<file path="config.mk">
export PLATFORM = sky130hd
export DESIGN_NAME = relm_ps2_dev
export DESIGN_NICKNAME = d
export VERILOG_FILES = /design/src/rtl/relm_ps2_sync.sv /design/src/rtl/relm_ps2_dev.sv
export SDC_FILE = /design/constraint.sdc
export NUM_CORES = 1
export LEC_CHECK = 0
export BUFFER_PORTS_ARGS = -buffer_cell sky130_fd_sc_hd__buf_2
export CORE_MARGIN = 5
export CORE_UTILIZATION = 40
export CTS_BUF_LIST = sky130_fd_sc_hd__clkbuf_8
export CTS_CLUSTER_SIZE = 25
export DETAILED_ROUTE_END_ITERATION = 8
export PLACE_DENSITY = 0.65
export SLEW_MARGIN = 20
export SYNTH_ARGS = -nofsm -noshare
export SYNTH_HDL_FRONTEND = slang
export SYNTH_SLANG_ARGS = --single-unit
</file>
<file path="constraint.sdc">
create_clock -name clk -period 4.9 [get_ports clk]
set_input_delay 0.98 -clock clk [delete_from_list [all_inputs] [get_ports clk]]
set_output_delay 0.98 -clock clk [all_outputs]
set_load 0.05 [all_outputs]
</file>
<file path="src/rtl/relm_ps2_sync.sv">
// Two-flop synchronizer for an idle-high PS/2 line.
// Resets to 1 so a released bus reads as idle straight out of reset.
module relm_ps2_sync (
    input  logic clk,
    input  logic rst_n,
    input  logic d,
    output logic q
);

    logic meta;

    always_ff @(posedge clk or negedge rst_n) begin
        if (!rst_n) begin
            meta <= 1'b1;
            q    <= 1'b1;
        end else begin
            meta <= d;
            q    <= meta;
        end
    end

endmodule

</file>
<file path="src/rtl/relm_ps2_dev.sv">
// PS/2 device-side controller: one-byte tx holding register, one-entry rx buffer,
// device-generated clock, host inhibit/abort handling and request-to-send receive.
//
// state | meaning
// IDLE  | lines released, waiting for host request-to-send or a pending tx byte
// TX    | sending 11-slot frame (start, 8 data, odd parity, stop)
// RX    | clocking in 10 slots from host (8 data, parity, stop)
// ACK   | one extra slot with data pulled low to acknowledge the host
// HOLD  | lines released, waiting for clk high for 2*HALF cycles
module relm_ps2_dev #(
    parameter int WD   = 32,
    parameter int HALF = 2000
) (
    input  logic        clk,
    input  logic        rst_n,
    input  logic [WD:0] tx_d,
    output logic        tx_retry,
    input  logic [WD:0] rx_d,
    output logic [WD:0] rx_q,
    input  logic        ps2_clk_in,
    input  logic        ps2_dat_in,
    output logic        ps2_clk_oe,
    output logic        ps2_dat_oe
);

    localparam int CW = $clog2(HALF + 1);
    localparam logic [CW-1:0] RELOAD = CW'(HALF - 1);
    // Post-frame settle covers synchronizer lag after we release the data line.
    localparam logic [CW-1:0] SETTLE = CW'(2);
    localparam logic [3:0] TX_LAST = 4'd10;
    localparam logic [3:0] RX_LAST = 4'd9;

    typedef enum logic [2:0] {
        S_IDLE = 3'd0,
        S_TX   = 3'd1,
        S_RX   = 3'd2,
        S_ACK  = 3'd3,
        S_HOLD = 3'd4
    } state_t;

    logic sclk, sdat;

    relm_ps2_sync u_sync_clk (.clk(clk), .rst_n(rst_n), .d(ps2_clk_in), .q(sclk));
    relm_ps2_sync u_sync_dat (.clk(clk), .rst_n(rst_n), .d(ps2_dat_in), .q(sdat));

    state_t        state, state_nx;
    logic [CW-1:0] cnt, cnt_nx;
    logic [3:0]    slot, slot_nx, slot_inc;
    logic          hi, hi_nx;
    logic [9:0]    shreg, shreg_nx;
    logic          clk_oe_r, clk_oe_nx;
    logic          dat_oe_r, dat_oe_nx;
    logic          boot, boot_nx;
    logic          store, tx_done, half_end;

    logic          tx_full;
    logic [7:0]    tx_byte;
    logic [10:0]   tx_frame;

    logic          rx_valid, rx_perr, rx_ovr, pop;
    logic [7:0]    rx_byte;

    logic          unused_bits;

    assign unused_bits = ^{tx_d[WD-1:8], rx_d[WD-1:0]};

    assign tx_frame = {1'b1, ~^tx_byte, tx_byte, 1'b0};
    assign half_end = (cnt == '0);
    assign slot_inc = slot + 4'd1;

    always_ff @(posedge clk or negedge rst_n) begin
        if (!rst_n) begin
            state    <= S_IDLE;
            cnt      <= '0;
            slot     <= '0;
            hi       <= 1'b0;
            shreg    <= '0;
            clk_oe_r <= 1'b0;
            dat_oe_r <= 1'b0;
            boot     <= 1'b1;
        end else begin
            state    <= state_nx;
            cnt      <= cnt_nx;
            slot     <= slot_nx;
            hi       <= hi_nx;
            shreg    <= shreg_nx;
            clk_oe_r <= clk_oe_nx;
            dat_oe_r <= dat_oe_nx;
            boot     <= boot_nx;
        end
    end

    always_comb begin
        state_nx  = state;
        cnt_nx    = cnt;
        slot_nx   = slot;
        hi_nx     = hi;
        shreg_nx  = shreg;
        clk_oe_nx = clk_oe_r;
        dat_oe_nx = dat_oe_r;
        boot_nx   = boot;
        store     = 1'b0;
        tx_done   = 1'b0;

        case (state)
            S_IDLE: begin
                if (!half_end) begin
                    cnt_nx = cnt - CW'(1);
                end else if (boot) begin
                    boot_nx  = 1'b0;
                    state_nx = S_HOLD;
                    cnt_nx   = RELOAD;
                    hi_nx    = 1'b0;
                end else if (sclk && !sdat) begin
                    state_nx  = S_RX;
                    slot_nx   = '0;
                    hi_nx     = 1'b0;
                    cnt_nx    = RELOAD;
                    clk_oe_nx = 1'b1;
                    dat_oe_nx = 1'b0;
                end else if (tx_full && sclk && sdat) begin
                    state_nx  = S_TX;
                    slot_nx   = '0;
                    hi_nx     = 1'b0;
                    cnt_nx    = RELOAD;
                    clk_oe_nx = 1'b1;
                    dat_oe_nx = ~tx_frame[0];
                end
            end

            S_TX: begin
                if (!half_end) begin
                    cnt_nx = cnt - CW'(1);
                end else if (!hi) begin
                    hi_nx     = 1'b1;
                    cnt_nx    = RELOAD;
                    clk_oe_nx = 1'b0;
                end else if (slot == TX_LAST) begin
                    tx_done   = 1'b1;
                    state_nx  = S_IDLE;
                    hi_nx     = 1'b0;
                    cnt_nx    = SETTLE;
                    dat_oe_nx = 1'b0;
                end else if (!sclk) begin
                    // Host is holding clock low: give up the frame, keep the byte.
                    state_nx  = S_HOLD;
                    hi_nx     = 1'b0;
                    cnt_nx    = RELOAD;
                    clk_oe_nx = 1'b0;
                    dat_oe_nx = 1'b0;
                end else begin
                    slot_nx   = slot_inc;
                    hi_nx     = 1'b0;
                    cnt_nx    = RELOAD;
                    clk_oe_nx = 1'b1;
                    dat_oe_nx = ~tx_frame[slot_inc];
                end
            end

            S_RX: begin
                if (!half_end) begin
                    cnt_nx = cnt - CW'(1);
                end else if (!hi) begin
                    shreg_nx[slot] = sdat;
                    hi_nx          = 1'b1;
                    cnt_nx         = RELOAD;
                    clk_oe_nx      = 1'b0;
                end else if (slot == RX_LAST) begin
                    store     = 1'b1;
                    state_nx  = S_ACK;
                    hi_nx     = 1'b0;
                    cnt_nx    = RELOAD;
                    clk_oe_nx = 1'b1;
                    dat_oe_nx = 1'b1;
                end else begin
                    slot_nx   = slot_inc;
                    hi_nx     = 1'b0;
                    cnt_nx    = RELOAD;
                    clk_oe_nx = 1'b1;
                end
            end

            S_ACK: begin
                if (!half_end) begin
                    cnt_nx = cnt - CW'(1);
                end else if (!hi) begin
                    hi_nx     = 1'b1;
                    cnt_nx    = RELOAD;
                    clk_oe_nx = 1'b0;
                end else begin
                    state_nx  = S_IDLE;
                    hi_nx     = 1'b0;
                    cnt_nx    = SETTLE;
                    dat_oe_nx = 1'b0;
                end
            end

            S_HOLD: begin
                // hi marks the second half of the 2*HALF high window.
                if (!sclk) begin
                    cnt_nx = RELOAD;
                    hi_nx  = 1'b0;
                end else if (!half_end) begin
                    cnt_nx = cnt - CW'(1);
                end else if (!hi) begin
                    hi_nx  = 1'b1;
                    cnt_nx = RELOAD;
                end else begin
                    state_nx = S_IDLE;
                    hi_nx    = 1'b0;
                    cnt_nx   = '0;
                end
            end

            default: begin
                state_nx  = S_IDLE;
                cnt_nx    = '0;
                clk_oe_nx = 1'b0;
                dat_oe_nx = 1'b0;
            end
        endcase
    end

    always_ff @(posedge clk or negedge rst_n) begin
        if (!rst_n) begin
            tx_full <= 1'b0;
            tx_byte <= '0;
        end else if (tx_done) begin
            tx_full <= 1'b0;
        end else if (tx_d[WD] && !tx_full) begin
            tx_full <= 1'b1;
            tx_byte <= tx_d[7:0];
        end
    end

    assign pop = rx_d[WD] && rx_valid;

    // A store in the same cycle as a pop replaces the entry cleanly.
    always_ff @(posedge clk or negedge rst_n) begin
        if (!rst_n) begin
            rx_valid <= 1'b0;
            rx_byte  <= '0;
            rx_perr  <= 1'b0;
            rx_ovr   <= 1'b0;
        end else if (store) begin
            if (rx_valid && !pop) begin
                rx_ovr <= 1'b1;
            end else begin
                rx_valid <= 1'b1;
                rx_byte  <= shreg[7:0];
                rx_perr  <= ~(^shreg[8:0]) | ~shreg[9];
                rx_ovr   <= 1'b0;
            end
        end else if (pop) begin
            rx_valid <= 1'b0;
            rx_byte  <= '0;
            rx_perr  <= 1'b0;
            rx_ovr   <= 1'b0;
        end
    end

    assign rx_q       = {~rx_valid, {(WD-10){1'b0}}, rx_ovr, rx_perr, rx_byte};
    assign tx_retry   = tx_full;
    assign ps2_clk_oe = clk_oe_r;
    assign ps2_dat_oe = dat_oe_r;

endmodule

</file>
==> results.ini, run 1 <==
[sta]
finalSetupViolations=0
finalHoldViolations=0
tns_ps=0
max_freq_mhz=333.1
drv_slew=0
min_period_ps=3002
maxSlewHeadroom_pct=53.30
min_period_over_period_pct=61.27
worstMarginPinSlew_ps=700.4
fin_skew_ps=17.28
rsz0062_at_grt=no

[flow_run]
drv_cap=0

[power]
p_int_uw=899.7
power_frac_comb_pct=33.3
power_frac_seq_pct=45.8
ir_drop_mv=0.1764
pwr-share-clk_pct=20.9
switching_power_uw=567.7
switching_share_pct=38.69
cellPowerDensity_nw_per_um2=430.8
p_leak_nw=1.534

[placement]
dp_hpwl_um=4275
io_buffers=27
place.gp.congestion=0.8690

[synth]
synth_cell_types=56
synth_top_area_share_pct=38.96
yosysMostFrequentCell=dfrtp_1
async_flop_share_pct=100.0
synthTopCellsByArea=dfrtp_1, mux2_2, buf_4, xnor2_1, dfstp_2
seq_area_frac_synth_pct=42.97
synthCells=321
synth_edf_count=0
synth_common_cells=dfrtp_1, buf_4, nor2_1
yosysTopAreaCell=dfrtp_1
avgSynthCellArea_um2=10.20
yosys_warnings=0
syn_area_um2=3276
ys_ff_latch=56
synth_ff_type=dfrtp_1

[global_route]
gr-total-overflow=0
grt_pass1_wl_um=10270
grt_pass1_vias=2191
groute.usage.overall_pct=12.48
grt_max_degree=57
antenna_found_initial=0

[critical_path]
crit_type=reg -> reg
reg2reg_to=shreg[0]$_DFFE_PN0P_
reg2reg_slack_ps=1900
arrival_ps=3220
r2r_start=cnt[3]$_DFFE_PN0P_
end_kind=register
r2r.worst_path.cells=9
start_kind=register
crit_path_max_fanout=11
cp.required_ps=5120

[cells_and_area]
final_nets=414
syn2layout_area_growth_pct=3.973
drive_gt1_share_pct=22.42
n_antenna_cell=0
final_core_util_pct=42.08

[hold_path]
hold_class=reg -> reg
hold_start=u_sync_dat.meta$_DFF_PN1_
hold_path_depth=0
holdPathEnd=u_sync_dat.q$_DFF_PN1_

[floorplan]
start_util_pct=40.48
die-area_um2=10100
die_w_um=100.5
core.rowCount=33
fp.coreArea_um2=8093
die_h_um=100.5
ios=106

[cts]
numCtsBuffers=5
cts_setup_buffers=0
clk_pin_slew_ps=110
ctsResizeCount=0
clk_latency_ps=320
cts_tree=built
clock_sinks=56
clock_path_buffers=2
cts_max_level=2
hold_buffers=0
cts-root-buf=clkbuf_8

[route]
route.detailed.drc=0
drt_wl_total_um=5958
initialDrtViolationCount=172
viasPerCell=5.255
first_pass_iters=4
wire_per_inst_um=13.42
drtAntennaViolNets=0
vias=2333

[run_status]
status=finished, final reports clean

[stage by stage]
| step | setup WS (ps) | cell area, um^2 | instances | power [mW] | hold WS (ps) |
|---|---|---|---|---|---|
| final | 1898 | 3406 | 444 | 1.467 | 362.2 |
| after global routing | 1727 | 3406 | 444 | 1.576 | 369.0 |
| after CTS | 1894 | 3406 | 444 | 1.478 | 365.5 |
| after detailed placement | 1898 | 3291 | 436 | 1.162 | 351.5 |
| after global placement | 1914 | 3291 | 436 | 1.148 | 345.9 |
| after floorplan | 2066 | 3354 | 342 | 1.116 | 345.2 |
[power groups by stage]
stage	sequential (mW)	combinational (mW)	clock [mW]
floorplan	0.631	0.485	0
global placement	0.675	0.473	0
detailed placement	0.677	0.485	0
CTS	0.669	0.488	0.320
global route	0.689	0.547	0.340
finish	0.672	0.488	0.307
[cell type report]
class                      instances  area (um^2)
fill                             803         4687
sequential                        56         1408
clock buffer                       5        68.82
multi-input combinational        236         1565
clock inverter                     3        46.29
tap                              105        131.4
timing repair buffer              28        142.6
inverter                          11        43.79
[kinds of logic (layout without fill, tap and decap cells)]
group	Yosys count	in the layout	share of synthesized area, %
AOI/OAI and AO/OA	69	69	13.94
adders and majority gates	6	6	2.292
other	1	22	0.1145
DFF	56	56	42.97
buffers and inverters	50	47	11.65
xor gates and xnor gates	24	24	6.417
and+or+nand+nor	95	95	15.39
muxes	20	20	7.219
[registers in the layout, summed over array words and instances, names as in the netlist, 3 cells and up]
name     cells
tx_byte      8
shreg       10
state        3
cnt         11
rx_byte      8
slot         4
[worst max path at each step]
stage | start | end | slack, ps | cells after the start
2_1_floorplan | cnt[3]$_DFFE_PN0P_ | shreg[0]$_DFFE_PN0P_ | 2070 | 11
3_3_place_gp | cnt[3]$_DFFE_PN0P_ | shreg[0]$_DFFE_PN0P_ | 1910 | 9
3_5_place_dp | cnt[3]$_DFFE_PN0P_ | shreg[0]$_DFFE_PN0P_ | 1900 | 9
4_1_cts | cnt[3]$_DFFE_PN0P_ | shreg[0]$_DFFE_PN0P_ | 1890 | 9
5_1_grt | cnt[3]$_DFFE_PN0P_ | shreg[0]$_DFFE_PN0P_ | 1730 | 9
6_report | cnt[3]$_DFFE_PN0P_ | shreg[0]$_DFFE_PN0P_ | 1900 | 9
[layer usage]
layer | GRT usage (%) | vias up | share of wire, %
met5 | 0 | - | 0
met4 | 4.352 | 0 | 1.3
met3 | 2.561 | 5 | 7.2
met2 | 19.47 | 82 | 45
met1 | 17.25 | 1123 | 47
li1 | - | 1123 | -
[placed cells by master (no fill, tap or decap), types with 2 or more instances in the layout]
| cell type | synthesis | layout |
|---|---|---|
| nand3b_1 | 4 | 4 |
| a22oi_1 | 3 | 3 |
| xor2_1 | 5 | 5 |
| nor2b_1 | 2 | 2 |
| dfrtp_1 | 51 | 51 |
| xnor2_1 | 19 | 19 |
| nand4_1 | 3 | 3 |
| o21ai_0 | 16 | 16 |
| o21a_1 | 3 | 3 |
| mux2_2 | 19 | 19 |
| or4_4 | 2 | 2 |
| nand3_1 | 13 | 13 |
| nand2_1 | 17 | 17 |
| nand2b_1 | 2 | 2 |
| ha_1 | 6 | 6 |
| nor4_1 | 3 | 3 |
| inv_1 | 10 | 10 |
| nor2_1 | 21 | 21 |
| o22a_2 | 2 | 2 |
| a22o_1 | 9 | 9 |
| a21oi_1 | 19 | 19 |
| or3_1 | 2 | 2 |
| clkbuf_8 | 7 | 5 |
| o32ai_1 | 3 | 3 |
| or2_2 | 3 | 3 |
| buf_2 | 0 | 27 |
| nor3_1 | 11 | 11 |
| dfstp_2 | 5 | 5 |
| a21o_1 | 4 | 4 |
| or3_2 | 2 | 2 |
| conb_1 | 1 | 22 |
[critical path: stages, from the launching register on]
cell	delay [ps]
dfrtp_1	420
or4_4	570
or4_4	620
inv_4	160
ha_1	200
nand3_1	130
nor2_1	290
nand2_1	90
nor2_1	110
mux2_2	340
Note: power is estimated with default switching activity, not from simulation.
==> inputs of run 2 (changes only) <==
Clock period 4.9 ns to 3.1 ns, I/O delays scaled along.
==> run 2 against run 1 <==
Compared with the run above:
- final cell count grew 0.68%
- total power grew 58%
- core utilization grew 0.28 points
- routed wire length shrank 0.77%
- flip-flop and latch count is the same
- largest cell class unchanged
- first-iteration DRC count grew 7.0%
- worst hold slack lost 180 ps
- clock power grew 59%
- count of clock-buffer cells in the layout is the same
==> results.ini, run 2 (same netlist as run 1, synthesis figures left out) <==
[run_status]
status=finished, final reports clean

[cells_and_area]
drive_gt1_share_pct=23.10
syn2layout_area_growth_pct=4.660
seq_area_um2=1408
n_antenna_cell=0
final_nets=417
multiInputGateArea_um2=1565
reg.largest.list=cnt: 11 flops, shreg: 10 flops
top_register=cnt
final_core_util_pct=42.36
final_cell_mix=dfrtp_1, buf_2, conb_1
fill_cells=826
largest_reg_flops=11
final_cell_area_um2=3428
final_common_cell=dfrtp_1

[route]
first_pass_iters=4
wire_per_inst_um=13.23
drtAntennaViolNets=0
route.detailed.drc=0
vias=2290
viasPerCell=5.123
initialDrtViolationCount=184
drt_wl_total_um=5912

[hold_path]
hold_class=in -> async

[critical_path]
crit_start=cnt[3]$_DFFE_PN0P_
arrival_ps=3040
r2r_start=cnt[3]$_DFFE_PN0P_
cp.required_ps=3340
crit_path_max_fanout=10
start_kind=register
crit_type=reg -> reg
end_kind=register

[floorplan]
start_util_pct=40.48
die-area_um2=10100
ios=106
core.rowCount=33
die_h_um=100.5
die_w_um=100.5
fp.coreArea_um2=8093

[sta]
maxSlewHeadroom_pct=53.49
fin_skew_ps=11.27
worstMarginPinSlew_ps=697.6
drv_slew=0
rsz0062_at_grt=no
tns_ps=0
min_period_over_period_pct=90.35
max_freq_mhz=357.0
finalHoldViolations=0
min_period_ps=2801
finalSetupViolations=0

[power]
pwr-share-clk_pct=21.0
switching_share_pct=38.56
power_frac_seq_pct=45.7
cellPowerDensity_nw_per_um2=675.7
ir_drop_mv=0.2933
switching_power_uw=893.3
power_frac_comb_pct=33.2
p_leak_nw=1.549
p_int_mw=1.423

[placement]
place.gp.congestion=0.8364
place_area_um2=3313
io_buffers=27
dp_hpwl_um=4442

[global_route]
antenna_found_initial=0
grt_max_degree=29
groute.usage.overall_pct=12.25
grt_pass1_vias=2174
gr-total-overflow=0
grt_pass1_wl_um=10180

[cts]
hold_buffers=0
clk_pin_slew_ps=100
cts_setup_buffers=0
cts_max_level=2
ctsResizeCount=0
cts_tree=built
clk_latency_ps=320
numCtsBuffers=5
clock_sinks=56
cts-root-buf=clkbuf_8
clock_path_buffers=2

[flow_run]
drv_cap=0

## run 2: worst max-delay path, cell delays in order, from the launching register on
cell and delay (ps):
dfrtp_1 420, or4_4 560, or4_4 550, inv_4 70, buf_4 160, a21oi_1 100
a211o_1 340, a2111o_1 410, o21ai_2 110
## run 2: cell type report
class / count / share of cell area (%)
inverters: 11 / 1.277
well taps: 105 / 3.832
flip-flops and latches: 56 / 41.06
multi-input cells: 236 / 45.66
repair buffers: 31 / 4.818
clock buffers: 5 / 2.007
clock inverters: 3 / 1.350
## run 2: worst paths after layout
| check | slack, ps | depth (start not counted) | endpoint |
|---|---|---|---|
| worst max-delay path | 300 | 8 | state[2]$_DFFE_PN0P_ |
| min in group clk | 360 | 0 | u_sync_clk.q$_DFF_PN1_ |
| worst min register to register | 360 | 0 | u_sync_clk.q$_DFF_PN1_ |
| worst max register to register | 300 | 8 | state[2]$_DFFE_PN0P_ |
| worst min-delay path | 180 | 1 | tx_retry$_DFFE_PN0P_ |
| max in group asynchronous | 2250 | 2 | rx_valid$_DFFE_PN0P_ |
## run 2: power by group through the flow
stage	Sequential, mW	Clock [mW]	Combinational [mW]
2_1_floorplan	0.998	0	0.767
3_3_place_gp	1.07	0	0.753
3_5_place_dp	1.07	0	0.770
4_1_cts	1.06	0.504	0.773
5_1_grt	1.08	0.529	0.872
6_report	1.06	0.488	0.770
## run 2: per-stage QoR
stage	setup WS [ps]	hold WS [ps]	std cells	power (mW)
2_1_floorplan	266.0	324.4	342	1.765
3_3_place_gp	307.5	346.4	439	1.822
3_5_place_dp	294.2	347.5	439	1.839
4_1_cts	298.8	191.3	447	2.334
5_1_grt	172.7	201.3	447	2.484
6_report	299.1	184.7	447	2.316
## run 2: layer usage
layer  share of wire (%)  track usage [%]  vias up  wire length (um)
li1                    -                -     1125                 -
met1                  46            17.15     1085              2733
met2                  45            19.32       75              2668
met3                 7.6            2.699        5               448
met4                 1.0            3.109        0                61
met5                   0                0        -                 0
==> inputs of run 3 (changes only) <==
Settings changed: ABC_AREA from default to 1, PLACE_DENSITY 0.65 to default, SLEW_MARGIN 20 to default.
==> run 3 against run 2 <==
Compared with the run above:
- count of clock-buffer cells in the layout unchanged
- core utilization up 1.6 points
- design area up 11%
- final cell count up 34%
- total power up 24%
- via count up 24%
- die area up 6.8%
- highest routed layer unchanged
==> results.ini, run 3 <==
[run_status]
status=finished, final reports clean

[sta]
min_period_over_period_pct=66.93
min_period_ps=2075
setup_ws_ps=1025
drv_slew=0
finalSetupViolations=0
finalHoldViolations=0
fin_skew_ps=5.968
max_freq_mhz=482.0
tns_ps=0
rsz0062_at_grt=no

[critical_path]
cp_slowest_stage_delay_ps=410
critical-path-slowest-cell=dfrtp_1
start_kind=register
cp.required_ps=3300
arrival_ps=2270
reg2reg_slack_ps=1030
crit_path_max_fanout=10
crit_type=reg -> reg
path_common_cell=ha_1
worstPathCellList=inv_1, ha_1, nand3_2, nor2_4, nand2_4, clkinv_4, ha_1, nand2_2, nor4_1, o21ai_0
end_kind=register

[route]
route.detailed.drc=0
wire_per_inst_um=11.37
initialDrtViolationCount=163
viasPerCell=4.740
vias=2830
drt_wl_total_um=6790
drtAntennaViolNets=0
first_pass_iters=4

[cells_and_area]
final_core_util_pct=43.94
final_cells=597
syn2layout_area_growth_pct=7.744
top_register=cnt
largest_reg_flops=11
final_nets=564
reg.largest.list=cnt: 11 flops, shreg: 10 flops
final_common_cell=nand2_1
drive_gt1_share_pct=17.38
n_antenna_cell=0
final_cell_mix=nand2_1, inv_1, dfrtp_1

[floorplan]
core.rowCount=34
start_util_pct=40.79
die_h_um=103.8
die-area_um2=10780
die_w_um=103.8
ios=106
fp.coreArea_um2=8636

[power]
p_int_mw=1.575
power_frac_seq_pct=35.2
pwr-share-clk_pct=17.0
p_leak_nw=1.978
ir_drop_mv=0.3644
switching_share_pct=45.22
cellPowerDensity_nw_per_um2=757.8
switching_power_mw=1.301
total_power_mw=2.876
power_frac_comb_pct=47.8

[synth]
synthTopCellsByArea=dfrtp_1, nand2_1, inv_1, buf_4, a21oi_1
yosysTopAreaCell=dfrtp_1
synth_cell_types=39
yosysMostFrequentCell=nand2_1
synth-simple-area-share_pct=28.67
synth_edf_count=0
synth_common_cells=nand2_1, dfrtp_1, inv_1
synth_compound_area_share_pct=11.79
synth_xor_area_share_pct=4.973
seq_area_frac_synth_pct=39.96
syn_area_um2=3522
synth_top_area_share_pct=36.23
synth_top_family_by_area=simple AND/OR/NAND/NOR gates
avgSynthCellArea_um2=7.640
synthCells=461
yosys.area_share.adder_pct=2.131
ys_ff_latch=56
synth_mux_area_share_pct=0
synth_ff_type=dfrtp_1
yosys_warnings=0
async_flop_share_pct=100.0

[cts]
cts_max_level=2
ctsResizeCount=0
numCtsBuffers=5
cts_setup_buffers=0
hold_buffers=0
clock_sinks=56
clock_path_buffers=2
clk_latency_ps=310
clk_pin_slew_ps=100
cts_tree=built
cts-root-buf=clkbuf_8

[placement]
place.gp.congestion=0.8504
io_buffers=27
dp_cells=589
dp_hpwl_um=5334
dpl_worst_slack_ps=1002

[global_route]
antenna_found_initial=0
grt_pass1_wl_um=12350
grt_pass1_vias=2707
grt_util_met2_pct=20.77
gr-usage-met3_pct=3.047
grt_max_degree=26
gr-total-overflow=0
use_met1_pct=18.61
groute.usage.overall_pct=13.28
top_usage_layer=met2

[flow_run]
drv_cap=0

[hold_path]
hold_class=in -> async

[run 3: critical path: cells and delay by family (launching register included)]
family	cells	cell delay, ps
adder cells (fa/ha/maj)	2	390
AO/OA/AOI/OAI	1	120
flip-flops	1	410
buffers and inverters	2	210
AND/OR/NAND/NOR	5	850
[run 3: cell type report]
type	instances	area, um^2
inverters	59	229.0
clock buffers	5	68.82
multi-input cells	337	1758
clock inverters	3	46.29
fillers	902	4841
flip-flops and latches	56	1408
repair buffers	29	150.1
well taps	108	135.1
[run 3: final timing paths]
check                                              end                       from  cells after the start
worst min-delay path                cnt[9]$_DFFE_PN0P_                      rst_n                      1
worst max register to register    shreg[8]$_DFFE_PN0P_         cnt[0]$_DFFE_PN0P_                     10
worst max-delay path              shreg[8]$_DFFE_PN0P_         cnt[0]$_DFFE_PN0P_                     10
worst min register to register  u_sync_dat.q$_DFF_PN1_  u_sync_dat.meta$_DFF_PN1_                      0
max in group asynchronous             boot$_DFFE_PN1P_                      rst_n                      2
min in group clk                u_sync_dat.q$_DFF_PN1_  u_sync_dat.meta$_DFF_PN1_                      0
[run 3: through the flow]
stage,hold slack [ps],area (um^2)
after global placement,345.7,3680
after CTS,115.1,3795
after global routing,116.8,3795
after floorplan,324.4,3601
final,124.5,3795
after detailed placement,347.2,3680
[run 3: logic make-up (layout without fill, tap and decap cells)]
| group | count (synthesis) | count (layout) |
|---|---|---|
| simple gates | 211 | 211 |
| fa+ha+maj | 6 | 6 |
| other cells | 1 | 22 |
| flops | 56 | 56 |
| xor+xnor | 20 | 20 |
| buf+inv | 89 | 96 |
| compound gates | 78 | 78 |
[run 3: metal layers]
| metal | vias up | wire, um |
|---|---|---|
| li1 | 1482 | - |
| met1 | 1270 | 3284 |
| met2 | 74 | 3017 |
| met3 | 4 | 454 |
| met4 | 0 | 34 |
| met5 | - | 0 |
[run 3: power groups by stage]
stage               Sequential, mW  Clock, mW  Combinational [mW]
floorplan                     1.02          0                1.13
global placement              1.02          0                1.35
detailed placement            1.02          0                1.37
CTS                           1.01      0.512                1.38
global route                  1.03      0.542                1.58
finish                        1.01      0.490                1.37
